### config.mk
export PLATFORM = sky130hd
export DESIGN_NAME = bram_stream_reader
export DESIGN_NICKNAME = d
export VERILOG_FILES = /design/src/rtl/bram_stream_reader_pkg.sv /design/src/rtl/bram_stream_reader_skid_fifo.sv /design/src/rtl/bram_stream_reader.sv
export SDC_FILE = /design/constraint.sdc
export NUM_CORES = 1
export LEC_CHECK = 0
export ABC_AREA = 1
export CAP_MARGIN = 40
export CORE_MARGIN = 3
export CORE_UTILIZATION = 50
export CTS_BUF_LIST = sky130_fd_sc_hd__clkbuf_8
export CTS_CLUSTER_SIZE = 20
export DETAILED_ROUTE_END_ITERATION = 16
export DONT_BUFFER_PORTS = 1
export PLACE_DENSITY = 0.72
export SLEW_MARGIN = 10
export SYNTH_ARGS = -nofsm -noshare
export SYNTH_HDL_FRONTEND = slang
export SYNTH_SLANG_ARGS = --single-unit
### constraint.sdc
create_clock -name clk -period 4.27 [get_ports clk]
set_input_delay 0.854 -clock clk [delete_from_list [all_inputs] [get_ports clk]]
set_output_delay 0.854 -clock clk [all_outputs]
set_load 0.02 [all_outputs]
### src/rtl/bram_stream_reader_pkg.sv
// Shared types and sizing constants for the BRAM stream reader.
package bram_stream_pkg;

  typedef enum logic [1:0] {
    IDLE  = 2'd0,
    RUN   = 2'd1,
    DRAIN = 2'd2
  } state_e;

  localparam int FIFO_DEPTH = 2;
  localparam int OCC_W      = 2;
  // Wide enough for occupancy + in-flight read without overflow.
  localparam int CREDIT_W   = 3;

endpackage

### src/rtl/bram_stream_reader_skid_fifo.sv
// Two-entry output buffer holding {last, data}; head is zero when empty.
module stream_skid_fifo
  import bram_stream_pkg::*;
#(
  parameter int W = 73
) (
  input  logic             clk,
  input  logic             rst,
  input  logic             push,
  input  logic [W-1:0]     push_data,
  input  logic             pop,
  output logic [W-1:0]     head_data,
  output logic             head_valid,
  output logic [OCC_W-1:0] occupancy
);

  logic [W-1:0]     mem_q [FIFO_DEPTH];
  logic [W-1:0]     mem_d [FIFO_DEPTH];
  logic             wr_ptr_q, wr_ptr_d;
  logic             rd_ptr_q, rd_ptr_d;
  logic [OCC_W-1:0] count_q, count_d;
  logic             do_push, do_pop;

  always_comb begin
    do_pop   = pop && (count_q != '0);
    do_push  = push && ((count_q != OCC_W'(FIFO_DEPTH)) || do_pop);
    mem_d    = mem_q;
    if (do_push) mem_d[wr_ptr_q] = push_data;
    wr_ptr_d = wr_ptr_q ^ do_push;
    rd_ptr_d = rd_ptr_q ^ do_pop;
    count_d  = count_q + OCC_W'(do_push) - OCC_W'(do_pop);
  end

  always_ff @(posedge clk) begin
    mem_q <= mem_d;
    if (rst) begin
      wr_ptr_q <= 1'b0;
      rd_ptr_q <= 1'b0;
      count_q  <= '0;
    end else begin
      wr_ptr_q <= wr_ptr_d;
      rd_ptr_q <= rd_ptr_d;
      count_q  <= count_d;
    end
  end

  assign head_valid = (count_q != '0);
  assign head_data  = head_valid ? mem_q[rd_ptr_q] : '0;
  assign occupancy  = count_q;

endmodule

### src/rtl/bram_stream_reader.sv
// Streams a (base, len) window of a 1-cycle-latency BRAM port as valid/ready words.
// Define BRAM_STREAM_WRAP_EN to wrap addresses modulo DEPTH instead of rejecting overruns.
module bram_stream_reader
  import bram_stream_pkg::*;
#(
  parameter int WIDTH     = 72,
  parameter int DEPTH     = 512,
  parameter int LOG_DEPTH = 9
) (
  input  logic                 clk,
  input  logic                 rst,
  input  logic                 cmd_valid,
  output logic                 cmd_ready,
  input  logic [LOG_DEPTH-1:0] cmd_base,
  input  logic [LOG_DEPTH:0]   cmd_len,
  output logic [LOG_DEPTH-1:0] bram_addr,
  output logic                 bram_en,
  input  logic [WIDTH-1:0]     bram_rdata,
  output logic                 m_valid,
  input  logic                 m_ready,
  output logic [WIDTH-1:0]     m_data,
  output logic                 m_last,
  output logic                 done,
  output logic                 err
);

  localparam int LEN_W = LOG_DEPTH + 1;

  state_e               state_q, state_d;
  logic [LOG_DEPTH-1:0] addr_q, addr_d;
  logic [LEN_W-1:0]     rem_q, rem_d;
  logic                 inflight_q, inflight_d;
  logic                 inflight_last_q, inflight_last_d;
  logic                 done_q, done_d;
  logic                 err_q, err_d;

  logic [LEN_W-1:0]     len_sat;
  logic                 cmd_fire, reject, pop, issue;
  logic [OCC_W-1:0]     occ;
  logic [CREDIT_W-1:0]  credit_used;
  logic [WIDTH:0]       head;
  logic                 head_valid;

  // Gated by done so the next command lands the cycle after the pulse.
  assign cmd_ready = (state_q == IDLE) && !done_q && !rst;
  assign cmd_fire  = cmd_valid && cmd_ready;
  assign len_sat   = (cmd_len > LEN_W'(DEPTH)) ? LEN_W'(DEPTH) : cmd_len;

`ifdef BRAM_STREAM_WRAP_EN
  assign reject = 1'b0;
`else
  assign reject = (({1'b0, cmd_base} + len_sat) > LEN_W'(DEPTH));
`endif

  assign pop         = head_valid && m_ready;
  // A read issued now lands in the FIFO next cycle; it must fit even if nothing pops then.
  assign credit_used = CREDIT_W'(occ) + CREDIT_W'(inflight_q) - CREDIT_W'(pop);
  assign issue       = (state_q == RUN) && (credit_used < CREDIT_W'(FIFO_DEPTH));

  always_comb begin
    state_d         = state_q;
    addr_d          = addr_q;
    rem_d           = rem_q;
    done_d          = 1'b0;
    err_d           = 1'b0;
    inflight_d      = issue;
    inflight_last_d = issue && (rem_q == LEN_W'(1));
    case (state_q)
      IDLE: begin
        if (cmd_fire) begin
          if ((len_sat == '0) || reject) begin
            done_d = 1'b1;
            err_d  = reject;
          end else begin
            state_d = RUN;
            addr_d  = cmd_base;
            rem_d   = len_sat;
          end
        end
      end
      RUN: begin
        if (issue) begin
          addr_d = addr_q + LOG_DEPTH'(1);
          rem_d  = rem_q - LEN_W'(1);
          if (rem_q == LEN_W'(1)) state_d = DRAIN;
        end
      end
      DRAIN: begin
        if (pop && head[WIDTH]) begin
          done_d  = 1'b1;
          state_d = IDLE;
        end
      end
      default: state_d = IDLE;
    endcase
  end

  always_ff @(posedge clk) begin
    if (rst) begin
      state_q         <= IDLE;
      addr_q          <= '0;
      rem_q           <= '0;
      inflight_q      <= 1'b0;
      inflight_last_q <= 1'b0;
      done_q          <= 1'b0;
      err_q           <= 1'b0;
    end else begin
      state_q         <= state_d;
      addr_q          <= addr_d;
      rem_q           <= rem_d;
      inflight_q      <= inflight_d;
      inflight_last_q <= inflight_last_d;
      done_q          <= done_d;
      err_q           <= err_d;
    end
  end

  stream_skid_fifo #(
    .W (WIDTH + 1)
  ) u_fifo (
    .clk        (clk),
    .rst        (rst),
    .push       (inflight_q),
    .push_data  ({inflight_last_q, bram_rdata}),
    .pop        (pop),
    .head_data  (head),
    .head_valid (head_valid),
    .occupancy  (occ)
  );

  assign bram_en   = issue;
  assign bram_addr = addr_q;
  assign m_valid   = head_valid;
  assign m_data    = head[WIDTH-1:0];
  assign m_last    = head[WIDTH];
  assign done      = done_q;
  assign err       = err_q;

endmodule
==> parameters.txt <==
Parameter                              Value

Worst setup path
  Most numerous cell on the critical path    sky130_fd_sc_hd__inv_1
  Maximum fanout along the worst path    3
  Arrival time of data at the critical path endpoint    2.79 ns
  Worst-path cell with the longest stage delay    sky130_fd_sc_hd__fa_1
  Critical-path cell list    nor2_4 > inv_1 > nand2_1 > inv_1 > ha_1 > inv_1 > nand2_1 > fa_1 > nand2_1 > nor2_1 > inv_1 > nor2_2
  Worst-case register-to-register setup slack    0.93 ns
  Delay of the slowest cell on the worst path    0.49 ns
  Worst Path Class, Setup    flop to output port
  Critical path startpoint category    flop
  Data required, critical path    3.42 ns
  Crit path capture type    output port

Finish
  Layout net count    890
  Leading cell type in the layout, fill and taps excluded    sky130_fd_sc_hd__nand2_1
  Commonest cells after routing, fill and taps aside    sky130_fd_sc_hd__nand2_1, sky130_fd_sc_hd__edfxtp_1, sky130_fd_sc_hd__a21oi_1, sky130_fd_sc_hd__inv_1, sky130_fd_sc_hd__nor2_1
  Area Overhead vs Synth    8.10%
  Total inserted antenna cells    0
  Post-route core utilization    55.6%
  Proportion of layout cells with a drive suffix above 1    7.86%

Synth
  Number of distinct library cells after synthesis    34
  Seq/Total Area, Yosys    63.0%
  Avg Inst Size Synth    10.0 µm²
  Area of the mapped netlist    7880 µm²
  Synthesized instance count    786
  Warnings from Yosys    0
  Number of synthesized register bits    175
  Syn nets    900

STA
  Worst max-slew margin expressed relative to the limit    46.4%
  Final worst path period need    3.65 ns
  Final hold viol count    0
  Fin Clk Skew    0.0110 ns
  Highest clock frequency the design can meet    0.274 GHz
  RSZ-0062 raised after global routing    false
  Share of the clock period used by the worst path after layout    85.4%
  Slew at the pin closest to its max-slew limit    0.803 ns
  TNS Setup    0 ns
  Setup violations, final    0
  Max Slew Vio Count    0

Die
  Die H    132 µm
  Die outline area    17,300 µm²
  I/O pin total    182
  Horizontal die dimension    132 µm
  Initial cell density of the core    51.4%
  Area of the placeable core    15,300 µm²
  Number of placement rows    45

Detailed routing
  Drt pass-1 iters    4
  Total via count after detailed routing    5,307
  Via density    5.31
  Wire length after detailed routing    16,800 µm
  Number of DRC violations after detailed routing    0
  Drt initial violations    426
  Wirelength per Cell    16.8 µm
  Number of antenna-violating nets in the routed design    0

Clocking
  Clock slew seen by the registers of the worst setup and hold paths    0.09 ns
  Post-CTS sizing    0
  Number of buffers between clock root and the deepest sink    2
  Cell chosen for the clock root    sky130_fd_sc_hd__clkbuf_8
  Setup Buffers After CTS    0
  Clk_lat worst skew    0.44 ns
  Clock tree from TritonCTS    built
  Number of clock sinks seen by CTS    175
  H-tree level count    4
  Hold_buf cts    0
  CTS buffer count    17

Global route
  Global-route met3 utilization    8.23%
  Wire length of the first global-routing pass    26,500 µm
  Via count of the first global-routing pass    4,974
  Final global-route overflow total    0
  Global routing usage summed across all routing layers    19.3%
  Number of antenna violations at the first check in global routing    0
  Highest-utilization routing layer at the global route stage    met2
  Maximum number of pins on one net before global-route repair    74
  Met2 Use GR    31.2%
  Grt met1 use    23.3%

Power and ir drop
  Leakage power    3.30 nW
  Total power divided by cell area    599 nW/µm²
  Worst IR drop on VDD    0.337 mV

Outcome
  Result of the run    completed

Placed design
  Gpl congestion    0.897
  Count of input and output buffers    0
  Post-DP HPWL    11,300 µm

Flow run
  Maxcap violations    0

Worst hold path
  Worst min-delay path class    flop to flop
-- synthesized netlist by cell type --
cell                       count  area share, %
sky130_fd_sc_hd__inv_2         3           0.14
sky130_fd_sc_hd__nand2_2       4           0.32
sky130_fd_sc_hd__o21bai_1      1          0.095
sky130_fd_sc_hd__mux2i_1       3           0.38
sky130_fd_sc_hd__buf_1         2          0.095
sky130_fd_sc_hd__dfxtp_1      29            7.4
sky130_fd_sc_hd__a31oi_1       2           0.16
sky130_fd_sc_hd__buf_12        2           0.51
sky130_fd_sc_hd__buf_2         2           0.13
sky130_fd_sc_hd__nand3b_1      5           0.48
sky130_fd_sc_hd__o21ai_0      16            1.0
sky130_fd_sc_hd__edfxtp_1    146             56
sky130_fd_sc_hd__inv_1        53            2.5
sky130_fd_sc_hd__nand3_1      33            2.1
sky130_fd_sc_hd__nor4_1        3           0.24
sky130_fd_sc_hd__xor2_1        9            1.0
sky130_fd_sc_hd__nor3_1        4           0.25
sky130_fd_sc_hd__or2_1         1          0.079
sky130_fd_sc_hd__clkinv_1      1          0.048
sky130_fd_sc_hd__nor3_2        1           0.13
sky130_fd_sc_hd__nor2_2        1          0.079
sky130_fd_sc_hd__clkbuf_1     29            1.4
sky130_fd_sc_hd__nand4_1       4           0.32
sky130_fd_sc_hd__fa_1          2           0.51
sky130_fd_sc_hd__nand2_4       2           0.29
sky130_fd_sc_hd__buf_4         1          0.095
sky130_fd_sc_hd__xnor2_1       3           0.33
sky130_fd_sc_hd__a21oi_1      86            5.5
sky130_fd_sc_hd__nor2_4        1           0.14
sky130_fd_sc_hd__a21oi_2      11            1.2
sky130_fd_sc_hd__nand2_1     253             12
sky130_fd_sc_hd__o31ai_1       1          0.095
sky130_fd_sc_hd__ha_1         17            2.7
sky130_fd_sc_hd__nor2_1       55            2.6
-- worst max-delay path: cells and delay by family (launching register included) --
family,cells,cell delay (ns)
AND/OR/NAND/NOR,6,0.78
adder cells (fa/ha/maj),2,0.70
buffers and inverters,4,0.45
flip-flops,1,0.43
-- where the power goes --
part	switching (W)	internal (W)
Combinational	0.00143	0.000396
Sequential	0.000109	0.00200
Clock	0.000590	0.000576
Total	0.00213	0.00297
-- layout make-up --
type / instances / area (µm²)
clock buffer: 17 / 234
clock inverter: 15 / 168
fill: 1310 / 6800
inverter: 57 / 214
multi-input combinational: 518 / 2560
sequential: 175 / 4970
tap: 211 / 264
timing repair buffer: 7 / 113
-- kinds of logic (layout without fill, tap and decap cells) --
kind of cell	count (synthesis)	count (layout)	synth area share, %
xor gates and xnor gates	12	12	1.33
AOI/OAI and AO/OA	117	117	8.05
buffers and inverters	93	96	4.92
adders and majority gates	19	19	3.21
DFF	175	175	63.0
and+or+nand+nor	367	367	19.1
muxes	3	3	0.381
-- layer usage --
metal	vias to the layer above	wire length, µm	part of all wire [%]
li1	2610	-	-
met5	-	0	0
met2	210	8120	48
met3	24	1680	10
met1	2463	6700	40
met4	0	322	1.9
-- state kept, by name (all words and copies together), names as in the netlist --
name and cells:
u_fifo.rd_ptr_q 1, done 1, u_fifo.occupancy 2, rem_q 10, u_fifo.wr_ptr_q 1, inflight_q 1
inflight_last_q 1, err 1, state_q 2, bram_addr 9, u_fifo.mem_q 146
-- through the flow --
step	hold WS [ns]	setup slack (ns)	power (W)	cells	cell area, µm²
5_1_grt	0.432	0.365	0.00539	1000	8520
4_1_cts	0.439	0.557	0.00515	1000	8520
2_1_floorplan	0.404	1.00	0.00362	786	7880
6_report	0.434	0.623	0.00510	1000	8520
3_3_place_gp	0.408	0.653	0.00392	965	8030
3_5_place_dp	0.427	0.582	0.00399	968	8120
-- path summary, 6_finish.rpt --
kind	startpoint	end	cells after the start
hold reg to reg	inflight_last_q$_SDFF_PP0_	u_fifo.mem_q[72]$_DFFE_PP_	0
setup / recovery	u_fifo.occupancy[1]$_SDFF_PP0_	bram_en	12
hold / removal	inflight_last_q$_SDFF_PP0_	u_fifo.mem_q[72]$_DFFE_PP_	0
setup reg to reg	u_fifo.occupancy[1]$_SDFF_PP0_	bram_addr[5]$_SDFFE_PP0P_	19
Power figures use the tool's default switching activity.
==> RTL edit 1: new RTL, config.mk and constraints unchanged <==
`CREDIT_W`: 3 -> 4.
--- a/src/rtl/bram_stream_reader_pkg.sv
+++ b/src/rtl/bram_stream_reader_pkg.sv
@@ -11,5 +11,5 @@
   localparam int OCC_W      = 2;
   // Wide enough for occupancy + in-flight read without overflow.
-  localparam int CREDIT_W   = 3;
+  localparam int CREDIT_W   = 4;
 
 endpackage
Function: same outputs for any inputs over 4 cycles, from zero or initial values and one cycle with rst high; that may be too few to reach the edited logic, so the function may still have changed.
==> RTL edit 1 against the unedited design <==
First-iteration DRC count increased by 6.1%. Power decreased by 11%. Worst setup slack worse by 0.11 ns. Sequential cell count unchanged. Routed wire length shrank 2.2%. Global-route usage decreased by 0.74 points. Register-to-register slack gained 0.20 ns. Design area did not move. Synthesized area grew 0.54%. Non-clock buffer count down 1. Critical path depth unchanged. Critical path type unchanged.
==> RTL edit 1: results (changes against the unedited design) <==
| Metric | Value |
|---|---|
| Status | finished clean |
| Sequential group share of total power | 44.5% (+3.2 points) |
| Initial DRT Pass Iterations | 5 (+1) |
| Setup Skew | 0.0186 ns (+0.00766 ns) |
| Slew Limit Headroom | 46.3% (-0.096 points) |
| Gp weighted congestion | 0.816 (-9.0%) |
| Met1 WL | 6400 um (-4.5%) |
| Synth Net Count | 893 (-0.78%) |
| Largest cells by area after synthesis | edfxtp_1 (55%), nand2_1 (11%), dfxtp_1 (7.3%), a21oi_1 (6.3%), ha_1 (2.8%) |
| Final net count | 883 (-0.79%) |
| Post-Layout Cell Count | 990 (-1.0%) |
| Global-route track usage on met3 | 8.78% (+0.55 points) |
| Via Count | 5378 (+1.3%) |
| Layout cell share with drive strength beyond 1 | 8.09% (+0.23 points) |
| Max VDD drop | 407 uV (+21%) |
| Largest fanout on the critical path | 4 (+1) |
| Avg WL per Cell | 16.6 um (-1.3%) |
| Met2 usage | 30.7% (-0.53 points) |
| Critical Path AT | 2.90 ns (+0.11 ns) |
| Initial DRC Count | 452 (+6.1%) |
| Power per cell area | 532 nW/um^2 (-11%) |
| Post-place setup slack | 0.622 ns (+0.0400 ns) |
| Fillers | 1228 (-6.3%) |
| Sw Ratio | 37.7% (-4.0 points) |
| Clk pwr share | 26.1% (+3.2 points) |
| Seq/Total Area, Yosys | 62.7% (-0.34 points) |
| # placed instances | 960 (-0.83%) |
| DR WL met3 | 1590 um (-5.6%) |
| Vias in the first global route | 5109 (+2.7%) |
RTL edit 1: changes by cell type in the layout (fill, tap and decap cells not counted), sizes merged, moves of 2 or more:
cell | unedited run | this run
nand2 | 259 | 239
or2 | 1 | 4
clkinv | 6 | 0
nand4 | 4 | 7
xor2 | 9 | 7
a21oi | 97 | 103
RTL edit 1: logic make-up (layout without fill, tap and decap cells):
kind of cell | after synthesis | count (layout) | share of synthesized area (%)
XOR/XNOR | 11 | 11 | 1.22
flip-flops | 175 | 175 | 62.7
buffers and inverters | 89 | 90 | 5.09
AO/OA/AOI/OAI | 126 | 126 | 8.42
adder cells (fa/ha/maj) | 20 | 20 | 3.35
multiplexers | 3 | 3 | 0.379
AND/OR/NAND/NOR | 354 | 354 | 18.9
RTL edit 1: layout make-up:
type,count,area [sq um],area share (%)
inverter,54,203,2.38
clock inverter,13,179,2.10
clock buffer,17,234,2.75
timing repair buffer,6,85.1,0.999
sequential,175,4970,58.3
multi-input combinational,514,2590,30.4
tap,211,264,3.10
RTL edit 1: worst paths after layout:
check / cells past startpoint / endpoint / slack [ns] / from
max: 12 / bram_en / 0.51 / u_fifo.occupancy[1]
min: 0 / u_fifo.mem_q[72] / 0.44 / inflight_last_q
max reg2reg: 16 / bram_addr[6] / 1.13 / u_fifo.occupancy[1]
min reg2reg: 0 / u_fifo.mem_q[72] / 0.44 / inflight_last_q
RTL edit 1: worst max-delay path, cell delays in order, from the launching register on:
cell      delay [ns]
dfxtp_1         0.37
nor2_4          0.13
inv_1           0.14
nand2_1         0.13
inv_1           0.05
ha_1            0.31
nor2_1          0.07
fa_1            0.38
nand2_1         0.09
nand3b_1        0.09
nor2_1          0.17
inv_1           0.08
nor2_1          0.45
==> RTL edit 2: new RTL, same flow settings <==
Without the edit above. Take the reset off `addr_q` and load it in a clocked block of its own.
--- a/src/rtl/bram_stream_reader.sv
+++ b/src/rtl/bram_stream_reader.sv
@@ -99,5 +99,4 @@
     if (rst) begin
       state_q         <= IDLE;
-      addr_q          <= '0;
       rem_q           <= '0;
       inflight_q      <= 1'b0;
@@ -107,5 +106,4 @@
     end else begin
       state_q         <= state_d;
-      addr_q          <= addr_d;
       rem_q           <= rem_d;
       inflight_q      <= inflight_d;
@@ -114,4 +112,8 @@
       err_q           <= err_d;
     end
+  end
+
+  always_ff @(posedge clk) begin
+    addr_q <= addr_d;
   end
 
Function: differs if rst is asserted again (counterexample within 4 cycles, from zero or initial values and one cycle with rst high); with rst held inactive, the same outputs for 4 cycles.
==> RTL edit 2 against the unedited design <==
Non-clock buffer count is 1 higher. Design area fell by 0.93%. Sequential power increased by 5%. Combinational power fell by 4%. Count of clock-buffer cells in the layout is 1 higher. Worst setup slack improved by 0.17 ns. Sequential cell count is the same. Routed wire length rose by 0.69%. Power up 0.70%. Maximum frequency up 5.0%. Synthesized area is 1.1% lower. Die area down 1.1%. Critical path type unchanged.
==> RTL edit 2: results (changes against the unedited design) <==
| Metric | Value |
|---|---|
| Status | finished clean |
| R2R depth | 16 (-3) |
| R2R Path End | bram_addr[2] |
| Detailed Place HPWL | 11600 um (+3.0%) |
| Worst skew pair latency | 0.46 ns (+0.02 ns) |
| Seq/Total Area, Yosys | 64.9% (+1.9 points) |
| Initial DRC Count | 293 (-31%) |
| Number of synthesized flops with an enable pin | 155 (+6.2%) |
| Critical Path AT | 2.62 ns (-0.17 ns) |
| Worst min-delay path startpoint | inflight_last_q |
| Synth Net Count | 852 (-5.3%) |
| Unique masters post-synth | 40 (+18%) |
| Slew Limit Headroom | 45.9% (-0.57 points) |
| Gp weighted congestion | 0.920 (+2.6%) |
| Avg WL per Cell | 18.2 um (+8.0%) |
| H-tree depth | 4 (unchanged) |
| Post-place setup slack | 0.450 ns (-0.132 ns) |
| Total Routing Usage GR | 19.7% (+0.41 points) |
| Max VDD drop | 331 uV (-1.9%) |
| WHS Path Cells | 0 (unchanged) |
| Vias in the first global route | 5044 (+1.4%) |
| R2r setup slk | 0.90 ns (-0.03 ns) |
| Via Count | 5088 (-4.1%) |
| First-pass GRT wire length | 25700 um (-2.9%) |
| Hold Path Sink | u_fifo.mem_q[145] |
| Setup Skew | 0.0154 ns (+0.00445 ns) |
| Async SR Flop Fraction | 0% (unchanged) |
-- RTL edit 2: metrics by stage --
stage | util (%) | hold WS [ns] | std cells
global route | 56.8 | 0.423 | 932
finish | 56.8 | 0.456 | 932
detailed placement | 54.0 | 0.440 | 900
global placement | 53.5 | 0.419 | 897
CTS | 56.8 | 0.427 | 932
floorplan | - | 0.404 | 738
-- RTL edit 2: worst max path at each step --
stage,startpoint,endpoint,slack (ns)
3_3_place_gp,cmd_len[0],bram_addr[8],0.58
4_1_cts,u_fifo.occupancy[1],bram_en,0.77
6_report,u_fifo.occupancy[1],bram_en,0.80
5_1_grt,u_fifo.occupancy[1],bram_en,0.56
2_1_floorplan,cmd_len[0],bram_addr[0],0.84
3_5_place_dp,cmd_len[0],bram_addr[4],0.45
-- RTL edit 2: kinds of logic (layout without fill, tap and decap cells) --
logic type / count (synthesis) / in the layout / share of synthesized area, %
AND/OR/NAND/NOR: 336 / 336 / 18.4
flip-flops: 175 / 175 / 64.9
AO/OA/AOI/OAI: 115 / 115 / 8.10
buffers and inverters: 84 / 94 / 4.34
adder cells (fa/ha/maj): 19 / 19 / 3.24
XOR/XNOR: 9 / 9 / 1.01
-- RTL edit 2: area by class of cell --
type / instances / area, sq um / share of cell area [%]
sequential: 175 / 5060 / 59.9
clock inverter: 14 / 158 / 1.87
inverter: 54 / 205 / 2.43
timing repair buffer: 8 / 113 / 1.33
clock buffer: 18 / 248 / 2.94
multi-input combinational: 479 / 2430 / 28.8
tap: 184 / 230 / 2.73
-- RTL edit 2: metal layers --
| layer | global-route usage, % | vias to the layer above | share of wire (%) |
|---|---|---|---|
| li1 | - | 2497 | - |
| met2 | 33.1 | 151 | 50 |
| met1 | 23.4 | 2406 | 40 |
| met4 | 8.29 | 0 | 2.4 |
| met5 | 0 | - | 0 |
| met3 | 6.30 | 34 | 7.2 |
-- RTL edit 2: where the power goes --
| group | switching (mW) | internal [mW] |
|---|---|---|
| combinational | 1.34 | 0.425 |
| clock | 0.607 | 0.548 |
| sequential | 0.133 | 2.08 |
| total | 2.08 | 3.06 |
-- RTL edit 2: critical path, stage by stage, from the launching register on --
cell     delay (ns)
dfxtp_1        0.44
nor2_4         0.06
inv_1          0.13
nand2_1        0.10
inv_1          0.07
ha_1           0.22
inv_1          0.09
nand2_1        0.07
fa_1           0.49
nand2_1        0.05
nor2_1         0.08
inv_1          0.07
nor2_2         0.30
